$ cat config.mk
export PLATFORM = sky130hd
export DESIGN_NAME = spi_wb_master
export DESIGN_NICKNAME = d
export VERILOG_FILES = /design/src/rtl/spi_wb_master.sv
export SDC_FILE = /design/constraint.sdc
export NUM_CORES = 1
export LEC_CHECK = 0
export BUFFER_PORTS_ARGS = -buffer_cell sky130_fd_sc_hd__buf_2
export CELL_PAD_IN_SITES_DETAIL_PLACEMENT = 1
export CELL_PAD_IN_SITES_GLOBAL_PLACEMENT = 1
export CORE_MARGIN = 2
export CORE_UTILIZATION = 46
export DETAILED_ROUTE_END_ITERATION = 8
export PLACE_DENSITY_LB_ADDON = 0.1
export REMOVE_ABC_BUFFERS = 1
export SLEW_MARGIN = 20
export SYNTH_ARGS = -nofsm -noshare
export SYNTH_HDL_FRONTEND = slang
export SYNTH_SLANG_ARGS = --single-unit
$ cat constraint.sdc
create_clock -name wb_clk_i -period 3.1 [get_ports wb_clk_i]
set_clock_uncertainty 0.1 [all_clocks]
set_input_delay 0.155 -clock wb_clk_i [delete_from_list [all_inputs] [get_ports wb_clk_i]]
set_output_delay 0.155 -clock wb_clk_i [all_outputs]
set_load 0.02 [all_outputs]
$ cat src/rtl/spi_wb_master.sv
// Wishbone slave to SPI master: each WB access becomes one 112-bit command frame for a remote
// spi_wb_bridge. The remote ack/err/read data come back on the local bus as a single-cycle strobe.
module spi_wb_master #(
  parameter int CLK_DIV       = 4,
  parameter int CS_GAP        = 8,
  parameter bit LITTLE_ENDIAN = 1'b1
) (
  input  logic        wb_clk_i,
  input  logic        wb_rst_n_i,
  input  logic        wbs_cyc_i,
  input  logic        wbs_stb_i,
  input  logic        wbs_we_i,
  input  logic [3:0]  wbs_sel_i,
  input  logic [31:0] wbs_adr_i,
  input  logic [31:0] wbs_dat_i,
  output logic [31:0] wbs_dat_o,
  output logic        wbs_ack_o,
  output logic        wbs_err_o,
  output logic        cs_n_o,
  output logic        sclk_o,
  output logic        mosi_o,
  input  logic        miso_i,
  output logic        busy_o
);

  typedef enum logic [2:0] {IDLE, SETUP, SHIFT, DONE, GAP} state_t;

  localparam logic [15:0] DIV_LAST = 16'(CLK_DIV - 1);
  localparam logic [15:0] GAP_LAST = 16'(CS_GAP - 1);
  localparam logic [6:0]  LAST_BIT = 7'd111;

  // Byte order on the wire; the swap is its own inverse, so it also restores read data.
  function automatic logic [31:0] wire_order(input logic [31:0] w);
    return LITTLE_ENDIAN ? {w[7:0], w[15:8], w[23:16], w[31:24]} : w;
  endfunction

  state_t        state_reg, state_next;
  logic [15:0]   cnt_reg, cnt_next;
  logic [6:0]    bit_reg, bit_next;
  logic [110:0]  tx_reg, tx_next;
  logic [37:0]   rx_reg, rx_next;
  logic          we_reg, we_next;
  logic [3:0]    sel_reg, sel_next;
  logic          abort_reg, abort_next;
  logic          cs_n_reg, cs_n_next;
  logic          sclk_reg, sclk_next;
  logic          mosi_reg, mosi_next;
  logic          ack_reg, ack_next;
  logic          err_reg, err_next;
  logic [31:0]   dat_reg, dat_next;
  logic          miso_meta, miso_sync;
  logic [111:0]  frame;
  logic          resp_ok;
  logic          keep_bit;

  assign frame = {wbs_we_i, 3'b000, wbs_sel_i, wire_order(wbs_adr_i),
                  wire_order(wbs_we_i ? wbs_dat_i : 32'h0), 32'h0, 8'h01};

  // rx holds rdata[37:6], ack[5], err[4], sel echo[3:0]; the two reserved bits are not stored.
  assign resp_ok  = rx_reg[5] & ~rx_reg[4] & (rx_reg[3:0] == sel_reg);
  assign keep_bit = (bit_reg >= 7'd72) && (bit_reg != 7'd106) && (bit_reg != 7'd107);

  always_ff @(posedge wb_clk_i or negedge wb_rst_n_i) begin
    if (!wb_rst_n_i) begin
      state_reg <= IDLE;
      cnt_reg   <= '0;
      bit_reg   <= '0;
      tx_reg    <= '0;
      rx_reg    <= '0;
      we_reg    <= 1'b0;
      sel_reg   <= '0;
      abort_reg <= 1'b0;
      cs_n_reg  <= 1'b1;
      sclk_reg  <= 1'b0;
      mosi_reg  <= 1'b0;
      ack_reg   <= 1'b0;
      err_reg   <= 1'b0;
      dat_reg   <= '0;
      miso_meta <= 1'b0;
      miso_sync <= 1'b0;
    end else begin
      state_reg <= state_next;
      cnt_reg   <= cnt_next;
      bit_reg   <= bit_next;
      tx_reg    <= tx_next;
      rx_reg    <= rx_next;
      we_reg    <= we_next;
      sel_reg   <= sel_next;
      abort_reg <= abort_next;
      cs_n_reg  <= cs_n_next;
      sclk_reg  <= sclk_next;
      mosi_reg  <= mosi_next;
      ack_reg   <= ack_next;
      err_reg   <= err_next;
      dat_reg   <= dat_next;
      miso_meta <= miso_i;
      miso_sync <= miso_meta;
    end
  end

  always_comb begin
    state_next = state_reg;
    cnt_next   = cnt_reg;
    bit_next   = bit_reg;
    tx_next    = tx_reg;
    rx_next    = rx_reg;
    we_next    = we_reg;
    sel_next   = sel_reg;
    abort_next = abort_reg;
    cs_n_next  = cs_n_reg;
    sclk_next  = sclk_reg;
    mosi_next  = mosi_reg;
    ack_next   = 1'b0;
    err_next   = 1'b0;
    dat_next   = dat_reg;

    // A dropped cycle never truncates the frame; it only suppresses the final strobe.
    if (state_reg != IDLE && !wbs_cyc_i) abort_next = 1'b1;

    unique case (state_reg)
      IDLE: begin
        if (wbs_cyc_i && wbs_stb_i) begin
          we_next    = wbs_we_i;
          sel_next   = wbs_sel_i;
          tx_next    = frame[110:0];
          mosi_next  = frame[111];
          cs_n_next  = 1'b0;
          cnt_next   = '0;
          bit_next   = '0;
          rx_next    = '0;
          abort_next = 1'b0;
          state_next = SETUP;
        end
      end
      SETUP: begin
        if (cnt_reg == DIV_LAST) begin
          cnt_next   = '0;
          sclk_next  = 1'b1;
          state_next = SHIFT;
        end else begin
          cnt_next = cnt_reg + 16'd1;
        end
      end
      SHIFT: begin
        if (cnt_reg == DIV_LAST) begin
          cnt_next = '0;
          if (sclk_reg) begin
            sclk_next = 1'b0;
            if (keep_bit) rx_next = {rx_reg[36:0], miso_sync};
            if (bit_reg != LAST_BIT) begin
              mosi_next = tx_reg[110];
              tx_next   = {tx_reg[109:0], 1'b0};
            end
          end else if (bit_reg == LAST_BIT) begin
            state_next = DONE;
            cs_n_next  = 1'b1;
            mosi_next  = 1'b0;
            if (!abort_reg && wbs_cyc_i) begin
              ack_next = resp_ok;
              err_next = !resp_ok;
              if (resp_ok && !we_reg) dat_next = wire_order(rx_reg[37:6]);
            end
          end else begin
            bit_next  = bit_reg + 7'd1;
            sclk_next = 1'b1;
          end
        end else begin
          cnt_next = cnt_reg + 16'd1;
        end
      end
      DONE: begin
        cnt_next   = '0;
        state_next = GAP;
      end
      GAP: begin
        if (cnt_reg == GAP_LAST) state_next = IDLE;
        else cnt_next = cnt_reg + 16'd1;
      end
      default: state_next = IDLE;
    endcase
  end

  assign wbs_dat_o = dat_reg;
  assign wbs_ack_o = ack_reg;
  assign wbs_err_o = err_reg;
  assign cs_n_o    = cs_n_reg;
  assign sclk_o    = sclk_reg;
  assign mosi_o    = mosi_reg;
  assign busy_o    = (state_reg != IDLE);

endmodule
-- After elaboration in Yosys (flattened, before gate mapping)
Index checks and enable logic that the tools add are counted.
Widths: inputs -> output; s select.
- register bits after elaboration: 220
- input port bits: 74
- word-level logic and storage cells: 129
- add/sub/neg operators: 2
- $lt $le $gt $ge: 1
- equal/unequal tests: 24
- mux-type cells: 56
- bitwise gates (word level): 4
- reductions and logical operators: 26
- operator list (cell ; count):
    $mux 111 ; 4
    $pmux 111 s2 ; 1
    $mux 38 ; 4
    $pmux 38 s2 ; 1
    $pmux 16 s4 ; 1
    $mux 16 ; 3
    $mux 32 ; 1
    $mux 7 ; 4
    $mux 1 ; 26
    $reduce_and 5->1 ; 5
    $ne 2x2->1 const B ; 11
    $ne 7x7->1 const B ; 3
    $mux 3 ; 6
    $add 16x1->16 const B ; 1
    $eq 16x2->1 const B ; 1
    $eq 16x3->1 const B ; 1
    $pmux 3 s5 ; 1
    $pmux 7 s2 ; 1
    $reduce_and 6->1 ; 2
    $add 7x1->7 const B ; 1
    $eq 7x7->1 const B ; 1
    $ge 7x7->1 const B ; 1
    $eq 3x2->1 const B ; 2
    $logic_and 1x1->1 ; 6
    15 further kinds ; 25

-- Logic depth before layout (Yosys ltp)
Gate-level depths: netlist of the first run.
- depth after elaboration: 9
- gate-level depth with buffers: 9
- gate-level depth less buffers: 6

-- Worst setup path before layout of the first run
OpenSTA, ideal clock, no wires.
- path kind: register -> register
- start: register bit_reg[1]
- end: register dat_reg[10] (netlist: wbs_dat_o[10])
- setup time: 0.125 ns
- arrival time: 2.020 ns
- data required time: 2.875 ns
- slack: 0.855 ns
- cell stages (with the launch flop): 8
- buffers on the path: 1
- period minus slack after synthesis: 2.245 ns
- cell sequence: dfrtp_1 > ha_1 > nand3_1 > or3_1 > nor4_4 > nand4b_4 > buf_6 > mux2_4
- longest elaborated chain between the ends: 2
- ends and longest elaborated chain (what ; line ; text):
    start, declared ; 39 ; logic [6:0] bit_reg, bit_next;
    start signal, assigned ; 84 ; bit_reg <= bit_next;
    $eq 7x7->1 ; 154 ; end else if (bit_reg == LAST_BIT) begin
    $reduce_and 6->1 (no line) ; n/a ;
    end signal, assigned ; 95 ; dat_reg <= dat_next;
    end, declared ; 50 ; logic [31:0] dat_reg, dat_next;
Every way passes these cells.
A chain may end at the register's enable or synchronous reset.

-- Worst setup path in the final report of the first run
- start: register bit_reg[1]
- end: register dat_reg[12] (netlist: wbs_dat_o[12])
Same word-level chain as after synthesis.

==> results.md, run 1 <==
- Outcome: complete, no violations
- Vias in the first global route: 8,087
- Via Count: 7,848
- HPWL after detailed placement: 14,700 µm
- Ys flop type: dfrtp_1
- # rows: 53
- Maxcap violations: 0
- Leading area contributor after synthesis: dfrtp_1
- Yosys cell types: ~60
- Post-Layout Cell Count: roughly 1,400
- Combinational family with the most area after synthesis: compound AO/OA/AOI/OAI gates
- Post-CTS setup buffers: 0
- Gate power share: 0.045
- GR met1 Demand/Resource: 0.302
- Cell count after synthesis: 921
- Most used routing layer in global routing: met2
- Fin nets: 1,150
- Adder-cell area share of the yosys netlist: 0.00501
- # IOs: 112
- Power Density: 493 mW/mm²
- Later-pin clock latency in the skew report: 0.52 ns
- Hold Slack: around 0.077 ns
- Synth-to-Final Area Change: 23.2%
- Post-synth EDFFs: 0
- Max FO, Critical Path: 32
- Die Ht: 151 µm
- Initial antenna violation count: 1
- Root Buffer: clkbuf_16
- Max-slew headroom: 0.355
- Synth area leaders: dfrtp_1, a41oi_1, nand2_1, mux2_4, a21oi_1
- Max VDD drop: around 0.41 mV
- Slew Limit Fails: 0
- Worst-margin pin slew: around 0.97 ns
- GR Util met3: 0.0301
- Fin crit share: 0.838
- Critical Path End Type: register
- Chip Width: 151 µm
- Routability cong.: 0.747
- Routed WL per cell: about 19 µm
- Remaining global-route overflow: 0
- DIE AREA: between 0.02 and 0.025 mm²
- Multiplexer area fraction after synthesis: 0.0686
- Xor and xnor area share after synthesis: 0.00789
- DR iter-0 viols: a little over 400
- Simple-Gate Fraction of Synth Area: 0.131
- Internal: 4.78 mW
- Share of post-route cells with drive strength above 1: 0.208
- Worst Hold Class: primary input to register
- Place WS: slightly below 0.5 ns
- Drt total wl: 25,500 µm
- Sw Pwr: between 1 and 1.5 mW
- RSZ-0062 raised after global routing: false
- Max FFs per register: 111
- Flop pwr share: 0.483
- Total power: ~6.1 mW
- Synth Area in Compound Gates: 0.189
- Syn avg cell area: 10.8 µm²
- Mapped Area: 0.00999 mm²
- Synth top area share: 0.548
- Hold violation total from the final report: 0
- GRT Total Usage: 0.223
- First-pass GRT wire length: between 40,000 and 50,000 µm
- Clock Path Buffers: 3
- Diodes inserted: 0
- Number of setup violations in the final report: 0
- Data required, critical path: 3.40 ns
- Fill cells: 2,239
- Met2 GRT Util: 0.386
- Initial Util: 0.472
- Core Region: 0.0212 mm²
- Maximum number of pins on one net before global-route repair: 137
- CTS tree: done
- Sw frac: 0.213
- Worst Slack Setup Final: 0.503 ns
- Crit Path Category: register to register
- P_leak: between 5 and 6 nW
- Seq/Total Area, Yosys: 0.551
- H-tree depth: 1
- DRC Markers: 0
- Clk slew on worst S/H paths: 0.06 ns
- CTS Buf Count: 24
- CP Launch Type: register
- Critical path arrival: 2.90 ns
- Routed Antenna Nets: 0
- Clk network pwr share: 0.472
- Max Fclk: between 0.3 and 0.4 GHz
- Yosys warnings: 0
- Drt first pass iters: 4
- Post-synth ARST share: 1.00
- Cells after DPL: 1,249
- Average via count per standard cell: 5.77
- Port buffer count: around 110
- Tmin final: 2.60 ns
- Setup TNS: 0 ns
- FF+latch count, synth: 220
- Clock Sink Count: 220
## routing by layer
metal	wire length, µm	up-vias
met2	12900	124
met4	355	2
met5	13	-
li1	-	3666
met1	11400	4024
met3	865	32
## cells by family (layout without fill, tap and decap cells)
group | after synthesis | after routing
buffers and inverters | 108 | 273
and+or+nand+nor | 272 | 272
muxes | 53 | 53
xor gates and xnor gates | 9 | 9
adders and majority gates | 4 | 4
DFF | 220 | 220
AOI/OAI and AO/OA | 255 | 255
## placed cells by master (no fill, tap or decap), drive strengths merged, types with 24 or more instances in the layout
master and n:
a21oi 86, a22o 43, a41oi 68, buf 135
clkbuf 35, dfrtp 219, dlygate4sd3 72, inv 26
mux2 34, nand2 152, nand3 42, nor2 24
## cells in the mapped netlist, drive strengths merged (2+ instances only)
master   number
a2111oi       3
a21o          3
a21oi        86
a22o         43
a32o         22
a41oi        68
and4          3
buf          28
clkbuf       54
dfrtp       219
ha            4
inv          26
mux2         34
mux2i        19
nand2       152
nand2b        4
nand3        42
nand4         8
nor2         24
nor2b         3
nor3         15
nor4          5
o2111ai       2
o21ai        12
o21ba         2
o31ai         3
or3           8
xnor2         8
## through the flow
stage / instance area (µm²) / util
global placement: 10800 / 0.510
finish: 12300 / 0.582
global route: 12300 / 0.582
floorplan: 9610 / -
CTS: 12300 / 0.582
detailed placement: 10800 / 0.510
## worst max-delay path, cell delays in order, from the launching register on
cell	delay [ns]
dfrtp_1	0.42
ha_1	0.21
nand3_1	0.16
or3_1	0.42
nor4_4	0.32
nand4b_4	0.12
buf_4	0.35
mux2_4	0.37
## area by class of cell
type | instances | area, µm² | area share
multi-input cells | 593 | 4040 | 0.328
clock inverters | 5 | 86.3 | 0.00701
flip-flops and latches | 220 | 5510 | 0.447
well taps | 275 | 344 | 0.0279
inverters | 26 | 97.6 | 0.00793
clock buffers | 35 | 712 | 0.0578
repair buffers | 207 | 1530 | 0.124
## power groups by stage
stage	sequential (mW)	combinational (mW)	clock (mW)
floorplan	2.98	0.0626	0
global placement	2.99	0.199	0
detailed placement	2.99	0.201	0
CTS	2.94	0.273	2.95
global route	2.94	0.306	3.05
finish	2.94	0.274	2.86
## what timing repair did
action | 4_1_cts | 5_1_grt
hold endpoints to repair | 164 | 0
hold buffers | 72 | 0
gates resized for setup | 0 | 0
## worst paths after layout
kind	startpoint	to	slack (ns)	cells past startpoint
max	bit_reg[1]$_DFFE_PN0P_	wbs_dat_o[12]$_DFFE_PN0P_	0.50	7
min	wbs_stb_i	sel_reg[2]$_DFFE_PN0P_	0.08	4
max reg2reg	bit_reg[1]$_DFFE_PN0P_	wbs_dat_o[12]$_DFFE_PN0P_	0.50	7
min reg2reg	miso_meta$_DFF_PN0_	miso_sync$_DFF_PN0_	0.25	0
min in group asynchronous	wb_rst_n_i	wbs_dat_o[0]$_DFFE_PN0P_	0.16	2
max in group asynchronous	wb_rst_n_i	cnt_reg[3]$_DFFE_PN0P_	1.94	3
Note: power is estimated with default switching activity, not from simulation.
==> inputs of run 2 (changes only) <==
==> constraint.sdc (replaced) <==
create_clock -name wb_clk_i -period 2.4 [get_ports wb_clk_i]
set_clock_uncertainty 0.1 [all_clocks]
set_input_delay 0.12 -clock wb_clk_i [delete_from_list [all_inputs] [get_ports wb_clk_i]]
set_output_delay 0.12 -clock wb_clk_i [all_outputs]
set_load 0.02 [all_outputs]
==> results.md, run 2 (same netlist as run 1, synthesis figures left out) <==
- Outcome: complete, no violations
- DIE AREA: ~0.023 mm²
- Clock Path Buffers: 3
- Synth-to-Final Area Change: 28.6%
- Max FO, Critical Path: 15
- Crit Path Category: register to register
- Critical Path End Type: register
- Routed WL per cell: 19.3 µm
- Tmin final: between 2 and 2.5 ns
- H-tree depth: 1
- Power Density: 617 mW/mm²
- Fin crit share: 0.989
- Remaining global-route overflow: 0
- Share of post-route cells with drive strength above 1: 0.241
- DR iter-0 viols: 328
- Reg2reg end: wbs_dat_o[8]$_DFFE_PN0P_
- GRT Total Usage: 0.235
- R2R setup slack: 0.03 ns
- Reg2reg start: cnt_reg[0]$_DFFE_PN0P_
- Crit path from: cnt_reg[0]$_DFFE_PN0P_
- Slew Limit Fails: 0
- Number of setup violations in the final report: 0
- Via Count: 8,074
- Vias in the first global route: 8,509
- Drt total wl: 27,200 µm
- DRC Markers: 0
- First-pass GRT wire length: 43,400 µm
- CTS Buf Count: 24
- Maximum number of pins on one net before global-route repair: between 80 and 90
- Clock Sink Count: 220
- Clk slew on worst S/H paths: approximately 0.06 ns
- # IOs: 112
- Hold violation total from the final report: 0
- CTS tree: done
- Post-Layout Cell Count: 1,407
- Final Cell Area: about 0.013 mm²
- Drt first pass iters: 4
- Worst-case reg-to-reg path depth: 7
- CP Launch Type: register
- Die Ht: between 150 and 200 µm
- Chip Width: 151 µm
- Critical path arrival: ~2.7 ns
- Worst Hold Class: primary input to register
- Routed Antenna Nets: 0
- Routability cong.: about 0.76
- Average via count per standard cell: 5.74
- P_leak: 6.21 nW
- # rows: 53
- Initial Util: 0.472
- Root Buffer: clkbuf_16
- Post-DP Area: approximately 0.011 mm²
- Max-slew headroom: 0.493
- Max FFs per register: ~110
- Data required, critical path: 2.69 ns
- Core Util, Final: 0.608
- Port buffer count: 111
- Most frequent cells in the layout: dfrtp_1, nand2_1, buf_2
- HPWL after detailed placement: between 15,000 and 20,000 µm
- Maxcap violations: 0
- Max VDD drop: 0.437 mV
- Most common cell after layout, fill and taps aside: dfrtp_1
- RSZ-0062 raised after global routing: true
- Max Fclk: 0.421 GHz
- Worst setup path endpoint: wbs_dat_o[8]$_DFFE_PN0P_
- Core Region: 0.0212 mm²
- Initial antenna violation count: 1
- Worst-margin pin slew: around 0.76 ns
- Fin nets: 1,193
- Cells after DPL: 1,280
- Hold Slack: between 0.02 and 0.03 ns
- Later-pin clock latency in the skew report: 0.52 ns
## run 2: layout make-up
cell class / count / area [µm²]
fill: 2233 / 8300
sequential: 220 / 5510
multi-input combinational: 593 / 4070
timing repair buffer: 250 / 2030
clock buffer: 34 / 709
tap: 275 / 344
inverter: 26 / 97.6
clock inverter: 8 / 92.6
antenna: 1 / 2.50
## run 2: through the flow
step	setup slack [ns]	TNS [ns]	total power, mW
after floorplan	-8.87	-1050.66	3.93
after global placement	0.152	0	4.15
after detailed placement	0.100	0	4.15
after CTS	0.0583	0	8.02
after global routing	-0.0761	-1.87	8.21
final	0.0273	0	7.93
## run 2: report_power, final
part,internal [mW],switching (mW)
Sequential,3.74,0.0333
Clock,2.26,1.49
Combinational,0.201,0.203
## run 2: how the worst min path moves through the flow
stage	start	end	slack (ns)	cells after the start
global route	wbs_stb_i	sel_reg[2]$_DFFE_PN0P_	0.06	4
detailed placement	wb_rst_n_i	wbs_dat_o[15]$_DFFE_PN0P_	0.05	1
CTS	wbs_stb_i	sel_reg[2]$_DFFE_PN0P_	0.02	4
global placement	wb_rst_n_i	wbs_dat_o[0]$_DFFE_PN0P_	0.04	1
floorplan	wb_rst_n_i	abort_reg$_DFF_PN0_	-0.28	0
finish	wbs_stb_i	sel_reg[2]$_DFFE_PN0P_	0.03	4
## run 2: worst max-delay path: stages (launching register included)
cell and delay (ns):
dfrtp_1 0.39, ha_4 0.15, nor4b_4 0.27, nand4_1 0.25, nor4_4 0.30, nand4b_4 0.24, buf_12 0.23, mux2_4 0.30
## run 2: what timing repair did
| action | in CTS | in global routing |
|---|---|---|
| setup buffers | 0 | 9 |
| setup endpoints to repair | 0 | 63 |
| hold buffers | 72 | 0 |
| resized for setup | 0 | 5 |
| endpoints found under the hold margin | 294 | 0 |
## run 2: routing by layer
metal,track usage,wire [µm],vias to the layer above,part of all wire
met5,0,0,-,0
met4,0.0692,690,0,0.025
met3,0.0352,931,56,0.034
met2,0.406,13700,150,0.50
met1,0.309,11900,4109,0.44
li1,-,-,3759,-
==> inputs of run 3 (changes only) <==
--- a/config.mk
+++ b/config.mk
@@ -5,9 +5,10 @@
 export SDC_FILE = /design/constraint.sdc
 export NUM_CORES = 1
 export LEC_CHECK = 0
-export BUFFER_PORTS_ARGS = -buffer_cell sky130_fd_sc_hd__buf_2
+export BUFFER_PORTS_ARGS = -buffer_cell sky130_fd_sc_hd__buf_4
 export CELL_PAD_IN_SITES_DETAIL_PLACEMENT = 1
 export CELL_PAD_IN_SITES_GLOBAL_PLACEMENT = 1
+export CORE_ASPECT_RATIO = 0.5
 export CORE_MARGIN = 2
 export CORE_UTILIZATION = 46
 export DETAILED_ROUTE_END_ITERATION = 8
==> results.md, run 3 (same netlist as run 1, synthesis figures left out) <==
- Max VDD drop: 0.502 mV
- Routability cong.: about 0.79
- Crit-path leading delay family: compound AO/OA/AOI/OAI gates
- Metal2 WL: 14,000 µm
- Fin crit share: 1.00
- Slew Limit Fails: 0
- Critical Path End Type: register
- Fin nets: 1,204
- Number of setup violations in the final report: 1
- Chip Width: 212 µm
- Power Density: 582 mW/mm²
- First-pass GRT wire length: 44,600 µm
- Register Area: 0.00551 mm²
- Worst-margin pin slew: 0.552 ns
- GRT Total Usage: 0.242
- Synth-to-Final Area Change: 32.1%
- CTS Buf Count: 22
- # IOs: roughly 110
- Root Buffer: clkbuf_16
- Initial Util: 0.465
- P_leak: 6.24 nW
- Routed WL per cell: about 20 µm
- Most frequent cells in the layout: dfrtp_1, buf_4, nand2_1
- Share of post-route cells with drive strength above 1: 0.228
- HPWL after detailed placement: 15,500 µm
- Initial antenna violation count: 2
- Sw frac: 0.223
- # rows: 38
- Hold violation total from the final report: 0
- DR iter-0 viols: roughly 630
- Clk slew on worst S/H paths: 0.07 ns
- R2R setup slack: -0.0008 ns
- Most common cell after layout, fill and taps aside: dfrtp_1
- Max Fclk: 0.417 GHz
- Maximum number of pins on one net before global-route repair: 137
- Clock Path Buffers: 3
- Failing checks: setup timing
- Hold Slack: between 0.02 and 0.025 ns
- Sw Pwr: 1.71 mW
- RSZ-0062 raised after global routing: true
- Drt first pass iters: 4
- Worst Hold Class: primary input to async pin
- Internal: around 6.0 mW
- DR top layer: met4
- Max-slew headroom: 0.622
- Clock Sink Count: 220
- Data required, critical path: 2.70 ns
- Tmin final: 2.40 ns
- Max FO, Critical Path: 13
- Routed wl met3: around 950 µm
- Worst Slack Setup Final: -0.000765 ns
- Outcome: complete, but fails checks
- Core Region: roughly 0.021 mm²
- DRT met1 WL: 12,900 µm
- Clk network pwr share: 0.448
- Remaining global-route overflow: 0
- Total power: 7.68 mW
- H-tree depth: 1
- Average via count per standard cell: 5.72
- CP Cell Sequence: ha_2, nor4b_4, buf_4, nand4_2, o21ai_4, buf_12, buf_6, a21oi_1, a41oi_1
- DIE AREA: 0.0230 mm²
- Place WS: 0.106 ns
- Fill cells: 2,265
- CP max stage delay: roughly 0.37 ns
- Cells after DPL: 1,300
- CP bufs+invs: 3
- Later-pin clock latency in the skew report: 0.52 ns
- Die Ht: 108 µm
- Gate power share: 0.060
- Post-Layout Cell Count: 1,440
- Port buffer count: between 100 and 150
- Vias in the first global route: 8,524
- Drt total wl: 28,500 µm
- DRC Markers: 0
- Critical path arrival: 2.70 ns
- Core Util, Final: 0.614
- Via Count: approximately 8,200
- CP Launch Type: register
- Flop pwr share: 0.492
- Area occupied by multi-input gates: 0.00407 mm²
- Routed Antenna Nets: 0
- CTS tree: done
- Maxcap violations: 0
- Max FFs per register: 111
- Critical path's slowest cell: dfrtp_1
- Crit Path Category: register to register
==> run 3: path summary, 6_finish.rpt <==
check | start | endpoint | cells after the start
setup / recovery | cnt_reg[1]$_DFFE_PN0P_ | tx_reg[62]$_DFFE_PN0P_ | 9
hold / removal | wb_rst_n_i | cnt_reg[10]$_DFFE_PN0P_ | 2
setup reg to reg | cnt_reg[1]$_DFFE_PN0P_ | tx_reg[62]$_DFFE_PN0P_ | 9
hold reg to reg | miso_meta$_DFF_PN0_ | miso_sync$_DFF_PN0_ | 0
max in group asynchronous | wb_rst_n_i | wbs_dat_o[16]$_DFFE_PN0P_ | 3
min in group wb_clk_i | wbs_stb_i | state_reg[0]$_DFFE_PN0P_ | 5
==> run 3: area by class of cell <==
class	count	area share
sequential	220	0.417
multi-input combinational	593	0.309
timing repair buffer	263	0.185
clock buffer	34	0.0498
tap	300	0.0284
inverter	26	0.00740
clock inverter	2	0.00294
antenna	2	0.000379
==> run 3: repair_timing <==
action | in CTS | in global routing
hold buffers | 92 | 0
setup endpoints to repair | 0 | 109
endpoints found under the hold margin | 295 | 0
gates resized for setup | 0 | 12
buffers inserted | 0 | 8
==> run 3: per-stage QoR <==
stage	cell area, µm²	setup TNS [ns]
finish	13200	-0.000765
global route	13200	-0.430
CTS	13000	0
detailed placement	11400	0
global placement	11400	0
floorplan	9610	-1050.66
==> run 3: metal layers <==
metal	global-route usage	up-vias
met5	0	-
met4	0.0569	0
met3	0.0407	51
met2	0.413	141
met1	0.325	4268
li1	-	3776
==> run 3: power by group through the flow <==
stage,clock network [mW],logic [mW],registers [mW]
finish,3.44,0.458,3.78
detailed placement,0,0.332,3.85
global placement,0,0.324,3.85
CTS,3.51,0.453,3.78
floorplan,0,0.0809,3.85
global route,3.66,0.502,3.78
